==> config.mk <==
export PLATFORM = sky130hd
export DESIGN_NAME = rgb_fade_pwm
export DESIGN_NICKNAME = d
export VERILOG_FILES = /design/src/rtl/rgb_fade_pwm.sv
export SDC_FILE = /design/constraint.sdc
export NUM_CORES = 1
export LEC_CHECK = 0
export CAP_MARGIN = 10
export CORE_MARGIN = 5
export CORE_UTILIZATION = 45
export DETAILED_ROUTE_END_ITERATION = 7
export SLEW_MARGIN = 20
export SYNTH_ARGS = -nofsm -noshare
export SYNTH_HDL_FRONTEND = slang
export SYNTH_SLANG_ARGS = --single-unit
==> constraint.sdc <==
create_clock -name clk -period 3.36 [get_ports clk]
set_input_delay 0.672 -clock clk [delete_from_list [all_inputs] [get_ports clk]]
set_output_delay 0.672 -clock clk [all_outputs]
set_load 0.03 [all_outputs]
==> src/rtl/rgb_fade_pwm.sv <==
// rtl/rgb_fade_pwm.sv - RGB LED fader with per-channel 8-bit PWM; gamma duty mapping when RGB_FADE_GAMMA_EN is defined
module rgb_fade_pwm #(
  parameter int FADE_STEP_CYCLES = 12000
) (
  input  logic       clk,
  input  logic       rst_n,
  input  logic [2:0] color_in,
  input  logic       color_valid,
  output logic       color_ready,
  output logic       RGB_R,
  output logic       RGB_G,
  output logic       RGB_B
);

  localparam logic IDLE   = 1'b0;
  localparam logic FADING = 1'b1;

  // Step counter is wide enough for the largest legal step length (2^20 cycles).
  localparam logic [19:0] STEP_LAST = 20'(FADE_STEP_CYCLES - 1);

  // Channel index 2 = red, 1 = green, 0 = blue, matching color_in = {R,G,B}.
  logic [7:0]       pwm_cnt_q, pwm_cnt_d;
  logic [19:0]      step_q, step_d;
  logic             state_q, state_d;
  logic [2:0][7:0]  level_q, level_d;
  logic [2:0][7:0]  target_q, target_d;
  logic [2:0][7:0]  duty_q, duty_d;
  logic [2:0]       rgb_q, rgb_d;
  logic             xfer;

  // Move one LSB toward the target, holding once it is reached.
  function automatic logic [7:0] step_toward(input logic [7:0] lvl, input logic [7:0] tgt);
    if (lvl < tgt) begin
      return lvl + 8'd1;
    end else if (lvl > tgt) begin
      return lvl - 8'd1;
    end else begin
      return lvl;
    end
  endfunction

  // Level-to-duty mapping: square-law curve when gamma is enabled, identity otherwise.
  function automatic logic [7:0] map_duty(input logic [7:0] lvl);
`ifdef RGB_FADE_GAMMA_EN
    logic [15:0] sq;
    sq = 16'(lvl) * 16'(lvl) + 16'd255;
    return sq[15:8];
`else
    return lvl;
`endif
  endfunction

  assign color_ready = rst_n & (state_q == IDLE);
  assign xfer        = color_valid & color_ready;

  // Next-state logic: handshake, fade stepping, duty reload at wrap, PWM compare.
  always_comb begin
    pwm_cnt_d = pwm_cnt_q + 8'd1;
    state_d   = state_q;
    step_d    = step_q;
    level_d   = level_q;
    target_d  = target_q;
    duty_d    = duty_q;
    rgb_d     = '0;

    if (state_q == IDLE) begin
      if (xfer) begin
        for (int i = 0; i < 3; i++) begin
          target_d[i] = {8{color_in[i]}};
        end
        state_d = FADING;
        step_d  = '0;
      end
    end else begin
      // Exit is decided on registered levels, so an already-matched target costs one cycle.
      if (level_q == target_q) begin
        state_d = IDLE;
      end else if (step_q == STEP_LAST) begin
        step_d = '0;
        for (int i = 0; i < 3; i++) begin
          level_d[i] = step_toward(level_q[i], target_q[i]);
        end
      end else begin
        step_d = step_q + 20'd1;
      end
    end

    // Duty only reloads on the last count so a period is never split between two duties.
    if (pwm_cnt_q == 8'hFF) begin
      for (int i = 0; i < 3; i++) begin
        duty_d[i] = map_duty(level_q[i]);
      end
    end

    for (int i = 0; i < 3; i++) begin
      rgb_d[i] = (duty_q[i] == 8'hFF) || (pwm_cnt_q < duty_q[i]);
    end
  end

  // State registers with synchronous active-low clear.
  always_ff @(posedge clk) begin
    if (!rst_n) begin
      pwm_cnt_q <= '0;
      step_q    <= '0;
      state_q   <= IDLE;
      level_q   <= '0;
      target_q  <= '0;
      duty_q    <= '0;
      rgb_q     <= '0;
    end else begin
      pwm_cnt_q <= pwm_cnt_d;
      step_q    <= step_d;
      state_q   <= state_d;
      level_q   <= level_d;
      target_q  <= target_d;
      duty_q    <= duty_d;
      rgb_q     <= rgb_d;
    end
  end

  assign RGB_R = rgb_q[2];
  assign RGB_G = rgb_q[1];
  assign RGB_B = rgb_q[0];

endmodule

==> results_dict.tcl <==
set metrics [dict create \
    ir_drop_mv 0.231 \
    syn2layout_area_growth_pct 10.7 \
    worst_hold_slack_ns 0.466 \
    fmax_ghz 0.317 \
    setup_viol 0 \
    finalNetCount 747 \
    synth.net_count 741 \
    cts_buffer_depth 2 \
    final_cell_mix "dfxtp_1 (83), a21oi_1 (82), nand2_1 (71)" \
    antenna_found_initial 0 \
    grt_overflow 0 \
    ios 10 \
    clock_latency_ns 0.33 \
    syn_area_um2 5440 \
    status "finished, final reports clean" \
    fin_skew_ns 0.00613 \
    max_cap_viol_count 0 \
    track_usage 0.184 \
    period_share 0.940 \
    grt_pass1_vias 4571 \
    htree_levels 3 \
    fin_area_um2 6020 \
    die_h_um 120 \
    stdcell_count 825 \
    fin_crit_ns 3.16 \
    end_kind "flop" \
    synth-seq-cells 83 \
    tns_ns 0 \
    hold_path.class "reg -> reg" \
    rows 40 \
    dr.pass1.iters 4 \
    path_clk_slew_ns 0.06 \
    grt_max_degree 70 \
    p_leak_nw 2.30 \
    layout_commonest_cell "dfxtp_1" \
    power_density_nw_per_um2 383 \
    viasPerCell 5.70 \
    drc 0 \
    critPathMaxFanout 8 \
    synth_seq_area_share 0.305 \
    worstMarginPinSlew_ns 0.922 \
    post_cts_buffers 0 \
    hpwl_um 9210 \
    start_util 0.457 \
    syn_inst 667 \
    async_flop_share 0 \
    gp_congestion 0.847 \
    vias 4703 \
    startpoint_type "flop" \
    syn_avg_cell_area_um2 8.16 \
    wirelength_um 12700 \
    die_x_um 120 \
    cts_tree "done" \
    p_total_w 0.00231 \
    ctsHoldBuffers 0 \
    clock-root-buffer "clkbuf_16" \
    drt_iter0_drc 164 \
    synth_ff_type "dfxtp_1" \
    relSlewSlack 0.383 \
    antennaDiodeCount 0 \
    synth_cell_type_count 53 \
    post_dp_cell_area_um2 5670 \
    drive_above_1_share 0.0988 \
    core_um2 11900 \
    grt_pass1_wl_um 21700 \
    cp.required_ns 3.63 \
    cts.sink_count 83 \
    io_buffers 9 \
    dpl.cell_count 809 \
    dieArea_um2 14400 \
    wl_per_cell_um 15.4 \
    rsz0062_at_grt "no" \
    ys_warn_count 0 \
    timing.final.max_slew_violations 0 \
    cts_buffers 9 \
    finalHoldViolations 0 \
    arrival_ns 3.43 \
    synth-edff-count 0 \
    antenna_left 0 \
    criticalPathCategory "reg -> reg" \
]
-- kinds of logic (layout without fill, tap and decap cells) --
group           after synthesis  after routing  share of synthesized area
compound gates              183            183                      0.208
xor+xnor                     26             26                     0.0419
fa+ha+maj                    68             68                      0.161
buf+inv                      67             78                     0.0559
flops                        83             83                      0.305
mux                           4              4                    0.00736
simple gates                236            236                      0.221
-- worst max-delay path, cell delays in order, from the launching register on --
cell      delay (ns)
dfxtp_1         0.34
inv_2           0.09
ha_1            0.32
a21oi_1         0.16
nand2_1         0.07
a21o_1          0.22
or2_4           0.31
ha_1            0.29
a21oi_1         0.22
o211ai_1        0.17
o41ai_2         0.26
o21ai_0         0.17
a211oi_2        0.26
mux2i_1         0.19
-- metal layers --
metal | share of wire | vias to the layer above | routed length, um | track usage
met5 | 0 | - | 0 | 0
met4 | 0.014 | 0 | 172 | 0.0494
met3 | 0.029 | 14 | 373 | 0.0339
met2 | 0.48 | 63 | 6070 | 0.311
met1 | 0.48 | 2221 | 6070 | 0.240
li1 | - | 2405 | - | -
-- flip-flops by register name, indices dropped and copies added, names as in the netlist --
| name | count |
|---|---|
| duty_q | 24 |
| level_q | 24 |
| pwm_cnt_q | 8 |
| rgb_q | 3 |
| state_q | 1 |
| step_q | 20 |
| target_q | 3 |
-- final timing paths --
kind	from	endpoint	slack [ns]	cells past startpoint
hold / removal	duty_q[7]$_SDFFE_PN0N_	duty_q[7]$_SDFFE_PN0N_	0.47	2
setup reg to reg	target_q[0]$_SDFFE_PN0P_	level_q[7]$_SDFFE_PN0P_	0.20	13
hold reg to reg	duty_q[7]$_SDFFE_PN0N_	duty_q[7]$_SDFFE_PN0N_	0.47	2
setup / recovery	target_q[0]$_SDFFE_PN0P_	level_q[7]$_SDFFE_PN0P_	0.20	13
-- final cells by class --
type | instances | area [um^2]
multi-input combinational | 517 | 3550
fill | 1191 | 5890
timing repair buffer | 22 | 198
clock inverter | 4 | 25.0
sequential | 83 | 1660
tap | 147 | 184
clock buffer | 12 | 256
inverter | 40 | 150
-- metrics by stage --
step                 util  worst slack [ns]
finish              0.505             0.202
global route        0.505            0.0151
CTS                 0.499            0.0322
detailed placement  0.476            0.0391
global placement    0.476             0.180
floorplan               -             0.361
-- power by group --
part	internal (W)	leakage (nW)	total (W)	switching, W
Sequential	0.000995	0.670	0.00101	0.0000130
Combinational	0.000151	1.49	0.000373	0.000223
Clock	0.000538	0.135	0.000925	0.000386
Total	0.00168	2.30	0.00231	0.000622
-- cells in the mapped netlist (6+ instances only) --
| cell | number | share of area |
|---|---|---|
| buf_2 | 6 | 0.0055 |
| nand2_1 | 71 | 0.049 |
| and3_1 | 8 | 0.0092 |
| o21ai_0 | 35 | 0.032 |
| inv_1 | 40 | 0.028 |
| nor2b_1 | 7 | 0.0080 |
| nor2_2 | 11 | 0.013 |
| a21oi_1 | 83 | 0.076 |
| nor3_1 | 12 | 0.011 |
| or3_1 | 10 | 0.011 |
| nor2_1 | 30 | 0.021 |
| a21o_1 | 12 | 0.017 |
| o211ai_1 | 11 | 0.015 |
| ha_1 | 65 | 0.15 |
| nand3_1 | 43 | 0.040 |
| nand2b_1 | 6 | 0.0069 |
| xnor2_1 | 11 | 0.018 |
| nand4_1 | 16 | 0.018 |
| clkbuf_1 | 15 | 0.010 |
| xor2_1 | 15 | 0.024 |
| o41ai_1 | 6 | 0.0097 |
| dfxtp_1 | 83 | 0.31 |
| o21bai_1 | 8 | 0.011 |
-- what timing repair did --
action,CTS,global route
resized for setup,0,14
endpoints found under the hold margin,0,0
setup endpoints to repair,0,3
No activity file was read; power rests on OpenSTA's default activity.
